**config.mk**
```make
export PLATFORM = sky130hd
export DESIGN_NAME = palindrome_check_scheduler
export DESIGN_NICKNAME = d
export VERILOG_FILES = /design/src/rtl/palindrome_check_scheduler.sv
export SDC_FILE = /design/constraint.sdc
export NUM_CORES = 1
export LEC_CHECK = 0
export CORE_ASPECT_RATIO = 0.9
export CORE_UTILIZATION = 50
export DETAILED_ROUTE_END_ITERATION = 7
export GPL_ROUTABILITY_DRIVEN = 0
export HOLD_SLACK_MARGIN = 0.06
export PLACE_DENSITY_LB_ADDON = 0.25
export RECOVER_POWER = 25
export SYNTH_ARGS = -nofsm -noshare
export SYNTH_HDL_FRONTEND = slang
export SYNTH_SLANG_ARGS = --single-unit
```
**constraint.sdc**
```tcl
create_clock -name clk -period 3.8 [get_ports clk]
set_clock_uncertainty 0.2 [all_clocks]
set_input_delay 0.38 -clock clk [delete_from_list [all_inputs] [get_ports clk]]
set_output_delay 0.38 -clock clk [all_outputs]
set_load 0.005 [all_outputs]
```
**src/rtl/palindrome_check_scheduler.sv**
```systemverilog
`default_nettype none
// ============================================================================
//  Module      : palindrome_check_scheduler
//  Description : Shares one serial palindrome detector among NREQ requesters.
//                A round-robin arbiter grants one request at a time. For each
//                grant the scheduler clears the detector, shifts the word in
//                MSB first, samples the verdict and returns it tagged with the
//                requester index.
//  Revision    : 1.0 - initial release
// ============================================================================
module palindrome_check_scheduler #(
    parameter int BITS         = 4,
    parameter int NREQ         = 4,
    parameter int RESULT_DELAY = 1,
    // Derived requester-index width; leave at its default.
    parameter int IDW          = (NREQ > 1) ? $clog2(NREQ) : 1
) (
    input  logic                 clk,
    input  logic                 reset,
    input  logic [NREQ-1:0]      req_valid,
    input  logic [NREQ*BITS-1:0] req_data,
    output logic [NREQ-1:0]      req_ready,
    output logic                 det_reset,
    output logic                 det_in,
    input  logic                 det_out,
    output logic                 rsp_valid,
    output logic [IDW-1:0]       rsp_id,
    output logic                 rsp_pal,
    output logic                 busy
);

    // ------------------------------------------------------------------------
    // Constants
    // ------------------------------------------------------------------------
    localparam int CNTW  = (BITS > 1) ? $clog2(BITS) : 1;
    localparam int WAITW = $clog2(RESULT_DELAY + 1);

    localparam logic [CNTW-1:0]  c_BIT_LAST  = CNTW'(BITS - 1);
    localparam logic [WAITW-1:0] c_WAIT_LAST = WAITW'(RESULT_DELAY - 1);
    localparam logic [IDW-1:0]   c_ID_LAST   = IDW'(NREQ - 1);

    typedef enum logic [2:0] {
        S_IDLE  = 3'd0,
        S_CLEAR = 3'd1,
        S_SHIFT = 3'd2,
        S_WAIT  = 3'd3,
        S_RESP  = 3'd4
    } state_t;

    // ------------------------------------------------------------------------
    // State
    // ------------------------------------------------------------------------
    state_t             r_state;
    logic [IDW-1:0]     r_rr_ptr;
    logic [IDW-1:0]     r_id;
    logic [BITS-1:0]    r_shift;
    logic [CNTW-1:0]    r_bit_cnt;
    logic [WAITW-1:0]   r_wait_cnt;
    logic               r_det_in;
    logic               r_rsp_valid;
    logic [IDW-1:0]     r_rsp_id;
    logic               r_rsp_pal;
    logic               r_busy;

    // Arbiter results
    logic               w_any;
    logic [IDW-1:0]     w_pick;
    logic [IDW-1:0]     w_ptr_next;
    logic               w_grant;
    int                 w_scan;

    // Round-robin scan starting at r_rr_ptr. The loop runs from the farthest
    // offset down to the nearest so the nearest valid requester wins.
    always_comb begin
        w_any  = 1'b0;
        w_pick = '0;
        w_scan = 0;
        for (int i = NREQ - 1; i >= 0; i--) begin
            w_scan = int'(r_rr_ptr) + i;
            if (w_scan >= NREQ) begin
                w_scan = w_scan - NREQ;
            end
            if (req_valid[w_scan[IDW-1:0]]) begin
                w_any  = 1'b1;
                w_pick = w_scan[IDW-1:0];
            end
        end
    end

    // Pointer moves to the requester just after the winner, wrapping at NREQ.
    assign w_ptr_next = (w_pick == c_ID_LAST) ? '0 : w_pick + 1'b1;

    // The grant is issued in the same cycle the request is seen in IDLE so the
    // requester's data is captured in the cycle req_ready is high. Reset
    // suppresses it because the capturing edge will be discarded.
    assign w_grant = (r_state == S_IDLE) && w_any && !reset;

    // One-hot grant decode.
    always_comb begin
        req_ready = '0;
        for (int i = 0; i < NREQ; i++) begin
            req_ready[i] = w_grant && (w_pick == IDW'(i));
        end
    end

    // Detector is held in reset while the block is in reset and for the
    // single CLEAR cycle that precedes every word.
    assign det_reset = reset | (r_state == S_CLEAR);

    // Main scheduler FSM: grant, clear, shift, wait for verdict, respond.
    always_ff @(posedge clk) begin
        if (reset) begin
            r_state     <= S_IDLE;
            r_rr_ptr    <= '0;
            r_id        <= '0;
            r_shift     <= '0;
            r_bit_cnt   <= '0;
            r_wait_cnt  <= '0;
            r_det_in    <= 1'b0;
            r_rsp_valid <= 1'b0;
            r_rsp_id    <= '0;
            r_rsp_pal   <= 1'b0;
            r_busy      <= 1'b0;
        end else begin
            // Response is a single-cycle pulse.
            r_rsp_valid <= 1'b0;

            case (r_state)
                S_IDLE: begin
                    r_det_in <= 1'b0;
                    if (w_any) begin
                        r_shift  <= req_data[int'(w_pick)*BITS +: BITS];
                        r_id     <= w_pick;
                        r_rr_ptr <= w_ptr_next;
                        r_busy   <= 1'b1;
                        r_state  <= S_CLEAR;
                    end
                end

                S_CLEAR: begin
                    // Present the MSB so it is on det_in in the first SHIFT cycle.
                    r_det_in  <= r_shift[BITS-1];
                    r_shift   <= {r_shift[BITS-2:0], 1'b0};
                    r_bit_cnt <= '0;
                    r_state   <= S_SHIFT;
                end

                S_SHIFT: begin
                    if (r_bit_cnt == c_BIT_LAST) begin
                        r_det_in   <= 1'b0;
                        r_bit_cnt  <= '0;
                        r_wait_cnt <= '0;
                        r_state    <= S_WAIT;
                    end else begin
                        r_det_in  <= r_shift[BITS-1];
                        r_shift   <= {r_shift[BITS-2:0], 1'b0};
                        r_bit_cnt <= r_bit_cnt + 1'b1;
                    end
                end

                S_WAIT: begin
                    r_det_in <= 1'b0;
                    if (r_wait_cnt == c_WAIT_LAST) begin
                        // Verdict is valid during the final WAIT cycle.
                        r_rsp_pal   <= det_out;
                        r_rsp_id    <= r_id;
                        r_rsp_valid <= 1'b1;
                        r_wait_cnt  <= '0;
                        r_state     <= S_RESP;
                    end else begin
                        r_wait_cnt <= r_wait_cnt + 1'b1;
                    end
                end

                S_RESP: begin
                    r_busy  <= 1'b0;
                    r_state <= S_IDLE;
                end

                default: begin
                    r_busy  <= 1'b0;
                    r_state <= S_IDLE;
                end
            endcase
        end
    end

    assign det_in    = r_det_in;
    assign rsp_valid = r_rsp_valid;
    assign rsp_id    = r_rsp_id;
    assign rsp_pal   = r_rsp_pal;
    assign busy      = r_busy;

endmodule
`default_nettype wire

```
Word level (Yosys, flattened, before mapping)
Index checks and enable logic that the tools add are counted.
W data, S select, Z words.
{"block": "word_totals", "reg_bits": 20, "latch_bits": 0, "ramBits": 0, "rom_bits": 0, "output_inout_bits": 11, "mem_count": 0}
{"block": "classes", "n_addsub": 10, "multipliers": 0, "n_div": 0, "order_cmp": 8, "n_eq_ne": 11, "shifts": 1, "mux": 38, "bitwise_logic": 4, "n_reduce_logical": 22}
{"cell": "$mux W2", "count": 10}
{"cell": "$shiftx A16 B5 Y4", "count": 1}
{"cell": "$mux W1", "count": 13}
{"cell": "$lt A2 B3 Y1 const B", "count": 4}
{"cell": "$pmux W3 S4", "count": 1}
{"cell": "$pmux W4 S3", "count": 1}
{"cell": "$ge A3 B3 Y1 const B", "count": 3}
{"cell": "$mux W3", "count": 3}
{"cell": "$bmux W1 S2", "count": 4}
{"cell": "$mux W4", "count": 2}
{"cell": "$ne A2 B2 Y1 const B", "count": 4}
{"cell": "$reduce_and A2 Y1", "count": 4}
{"cell": "$sub A2 B1 Y2 const B", "count": 4}
{"cell": "$add A2 B2 Y3 const B", "count": 2}
{"cell": "$eq A2 B2 Y1 const B", "count": 3}
{"cell": "$eq A3 B2 Y1 const B", "count": 2}
{"cell": "$logic_and A1 B1 Y1", "count": 6}
{"cell": "$reduce_and A3 Y1", "count": 2}
{"cell": "$reduce_bool A3 Y1", "count": 2}
{"cell": "$add A2 B1 Y2 const B", "count": 2}
{"cell": "$pmux W1 S2", "count": 2}
{"cell": "$pmux W2 S2", "count": 1}
{"cell": "$reduce_bool A2 Y1", "count": 2}
{"cell": "$reduce_or A2 Y1", "count": 2}
{"cell": "12 further kinds", "count": 14}

Depth between registers and ports, before layout
{"block": "logic_depth", "depth_word": 12, "mapped_depth": 7, "depth_no_buf": 7}

Worst setup path after synthesis
Ideal clock, no wire load.
{"block": "synth_path", "path_type": "input to output", "from": "input req_valid[2]", "to": "output req_ready[2]", "arrival_ps": 1433, "required_ps": 3220, "slack_ps": 1787, "cell_stages": 6, "n_path_buf": 0, "path_cell_list": "nor2b_1 a211o_2 nand2_1 inv_1 ha_1 and2_1"}
{"item": "start: declaration", "line": "20", "rtl": "input logic [NREQ-1:0] req_valid,"}
{"item": "$bmux W1 S2", "line": "83", "rtl": "if (req_valid[w_scan[IDW-1:0]]) begin"}
{"item": "$mux W1 (implied by the code)", "line": "83"}
{"item": "$mux W2 (3 in a row)", "line": "83"}
{"item": "$mux W2 (*)", "line": "83"}
{"item": "via w_pick[1]", "line": "67", "rtl": "logic [IDW-1:0] w_pick;"}
{"item": "$eq A2 B2 Y1 (*)", "line": "102", "rtl": "req_ready[i] = w_grant && (w_pick == IDW'(i));"}
{"item": "$logic_and A1 B1 Y1 (*)", "line": "102"}
{"item": "end: declaration", "line": "22", "rtl": "output logic [NREQ-1:0] req_ready,"}
Mark *: on every way through the listed nets, which the timed path passes. The rest lies on a longest branch. The select of a mux whose other input is x is not followed.

Worst setup path after layout
{"block": "layout_path", "from": "input req_valid[1]", "to": "output req_ready[3]"}
Same word-level chain as after synthesis.

==> impl_metrics.env <==
export IMPL_outcome="complete, no violations"
export IMPL_max_slew_worst_pin_slew_ns=0.646
export IMPL_hold_buffers=0
export IMPL_grt_pass1_vias=1121
export IMPL_rsz0062_at_grt="false"
export IMPL_power_uw=736
export IMPL_cts_tree="built"
export IMPL_r2r_start="r_state[0]"
export IMPL_postRouteAntennaNets=0
export IMPL_io_pins=34
export IMPL_post_cts_setup_buffers=0
export IMPL_tns_ns=0
export IMPL_rr_worst_depth=5
export IMPL_slowest_delay_ns=0.58
export IMPL_synth_edf_count=0
export IMPL_hpwlAfterDp_um=2210
export IMPL_fin_nets=207
export IMPL_grt_pass1_wl_um=4980
export IMPL_min_from="busy"
export IMPL_arrival_ns=2.58
export IMPL_die_y_um=48.7
export IMPL_r2r_setup_slack_ns=1.60
export IMPL_cts_buffers=3
export IMPL_crit_slowest_cell="clkdlybuf4s50_1"
export IMPL_initialDrtViolationCount=30
export IMPL_reg2reg_to="r_shift[2]"
export IMPL_fin_util_pct=71.9
export IMPL_die_x_um=53.9
export IMPL_slew_headroom_pct=56.9
export IMPL_finalHoldViolations=0
export IMPL_worstPathCellList="clkdlybuf4s50_1, nor2b_1, a211o_2, nand2_1, inv_1, ha_1, and2_1, clkdlybuf4s50_1"
export IMPL_dpl_instance_area_um2=1570
export IMPL_synth_top_flop_cell="dfxtp_1"
export IMPL_powerDensity_nw_per_um2=460
export IMPL_initial_core_util_pct=54.5
export IMPL_first_pass_iters=4
export IMPL_cts_path_max_buffers=2
export IMPL_syn_instance_count=145
export IMPL_synth_distinct_cells=40
export IMPL_yosysSeqAreaShare_pct=31.4
export IMPL_min_path_type="register to register"
export IMPL_setup_viol=0
export IMPL_overflow=0
export IMPL_grt_total_usage_pct=25.3
export IMPL_holdPathStages=2
export IMPL_synth_area_um2=1210
export IMPL_cts_resized=0
export IMPL_crit_path_end_kind="output pin"
export IMPL_grt_max_degree=22
export IMPL_max_freq_mhz=316
export IMPL_antenna_found_initial=0
export IMPL_min_period_ns=3.16
export IMPL_vias=1188
export IMPL_final_common_cell="clkdlybuf4s50_1"
export IMPL_core_area_um2=2220
export IMPL_crit_path_start="req_valid[1]"
export IMPL_placementRows=16
export IMPL_drc=0
export IMPL_syn_avg_cell_area_um2=8.35
export IMPL_maxSlewViolCount=0
export IMPL_period_share_pct=83.2
export IMPL_synthToLayoutAreaGrowth_pct=31.9
export IMPL_die_area_um2=2620
export IMPL_clock_sinks=19
export IMPL_whs_endpoint="busy"
export IMPL_ys_warnings_count=0
export IMPL_layout_common_cells="clkdlybuf4s50_1 (32), dfxtp_1 (19), nor2_1 (14), nand2_1 (9)"
export IMPL_async_reset_ff_share_pct=0
export IMPL_clk_latency_ns=0.30
export IMPL_viasPerCell=5.80
export IMPL_routed_wl_um=2870
export IMPL_crit_top_cell="clkdlybuf4s50_1"
export IMPL_clockRootBuffer="clkbuf_4"
export IMPL_nFillCells=192
export IMPL_htreeDepth=1
export IMPL_final_cell_area_um2=1600
export IMPL_p_leak_nw=0.638
export IMPL_syn_nets=173
export IMPL_detail_route_wl_per_cell_um=14.0
export IMPL_ys_ff_latch=19
export IMPL_drive_gt1_share_pct=9.55
export IMPL_start_kind="input port"
export IMPL_diodes=0
export IMPL_path_class="input port to output pin"
export IMPL_critPathMaxFanout=7
export IMPL_port_buffers=33
export IMPL_cap_viol_max_count=0
export IMPL_ir_worst_vdd_v=0.000346
export IMPL_worstPathRequired_ns=3.22
export IMPL_cts_reportedPaths_clkPinSlew_ns=0.12
==> synthesized netlist by cell type (2+ instances only) <==
cell type	instances	share of area, %
a211o_1	4	2.9
mux2i_1	7	5.8
nor2_1	14	4.3
inv_1	4	1.2
nor2b_1	2	1.0
nand3_1	8	3.3
mux2_1	4	3.7
o22ai_1	2	1.0
dfxtp_1	19	31
nor3_1	6	2.5
clkbuf_1	6	1.9
a21oi_1	8	3.3
inv_2	2	0.62
o21ai_0	7	2.9
nand2_1	9	2.8
and2_1	4	2.1
nand2b_1	2	1.0
o21ai_1	2	0.83
o21bai_1	6	3.7
a211oi_1	5	3.1
ha_1	5	5.2
==> sequential cells by signal (all words and copies together), names as in the netlist <==
register   count
rsp_valid      1
busy           1
rsp_pal        1
r_bit_cnt      2
r_id           2
det_in         1
r_shift        4
r_state        3
r_rr_ptr       2
rsp_id         2
==> metal layers <==
layer | wire length (um) | vias to the layer above | GRT usage (%)
met3 | 217 | 2 | 7.23
met4 | 6 | 0 | 4.39
met1 | 1290 | 544 | 35.7
li1 | - | 593 | -
met5 | 0 | - | 0
met2 | 1350 | 49 | 38.3
==> through the flow <==
step	cells	hold WS, ns	setup WS [ns]
6_report	205	0.282	0.637
5_1_grt	205	0.324	0.441
4_1_cts	205	0.288	0.642
3_5_place_dp	201	0.262	0.649
3_3_place_gp	201	0.264	0.684
2_1_floorplan	145	0.250	1.79
==> where the power goes <==
part	internal [mW]	leakage (nW)	switching [mW]
registers	0.243	0.156	0.0585
logic	0.161	0.468	0.168
clock network	0.0401	0.0139	0.0649
==> logic make-up after synthesis <==
kind of cell    count (synthesis)  share of synthesized area, %
mux                            11                          9.50
buf+inv                        12                          3.72
simple gates                   54                          24.6
flops                          19                          31.4
fa+ha+maj                       5                          5.17
xor+xnor                        1                         0.723
compound gates                 43                          24.9
==> worst max-delay path by stage <==
stage / end / slack (ns) / cells after the start
detailed placement: req_ready[2] / 0.65 / 8
global route: req_ready[3] / 0.44 / 8
finish: req_ready[3] / 0.64 / 8
floorplan: req_ready[2] / 1.79 / 6
CTS: req_ready[3] / 0.64 / 8
global placement: req_ready[3] / 0.68 / 8
==> cell type report <==
class / instances / area [um2] / area share [%]
well taps: 27 / 33.8 / 2.11
multi-input cells: 114 / 786 / 49.2
flip-flops and latches: 19 / 380 / 23.8
clock buffers: 3 / 22.5 / 1.41
inverters: 6 / 22.5 / 1.41
clock inverters: 1 / 7.51 / 0.470
repair buffers: 35 / 345 / 21.6
==> worst max-delay path: cells and delay by family <==
kind | cells | cell delay (ns)
compound gates | 1 | 0.37
fa+ha+maj | 1 | 0.19
buf+inv | 3 | 1.16
simple gates | 3 | 0.48
Power figures use the tool's default switching activity.
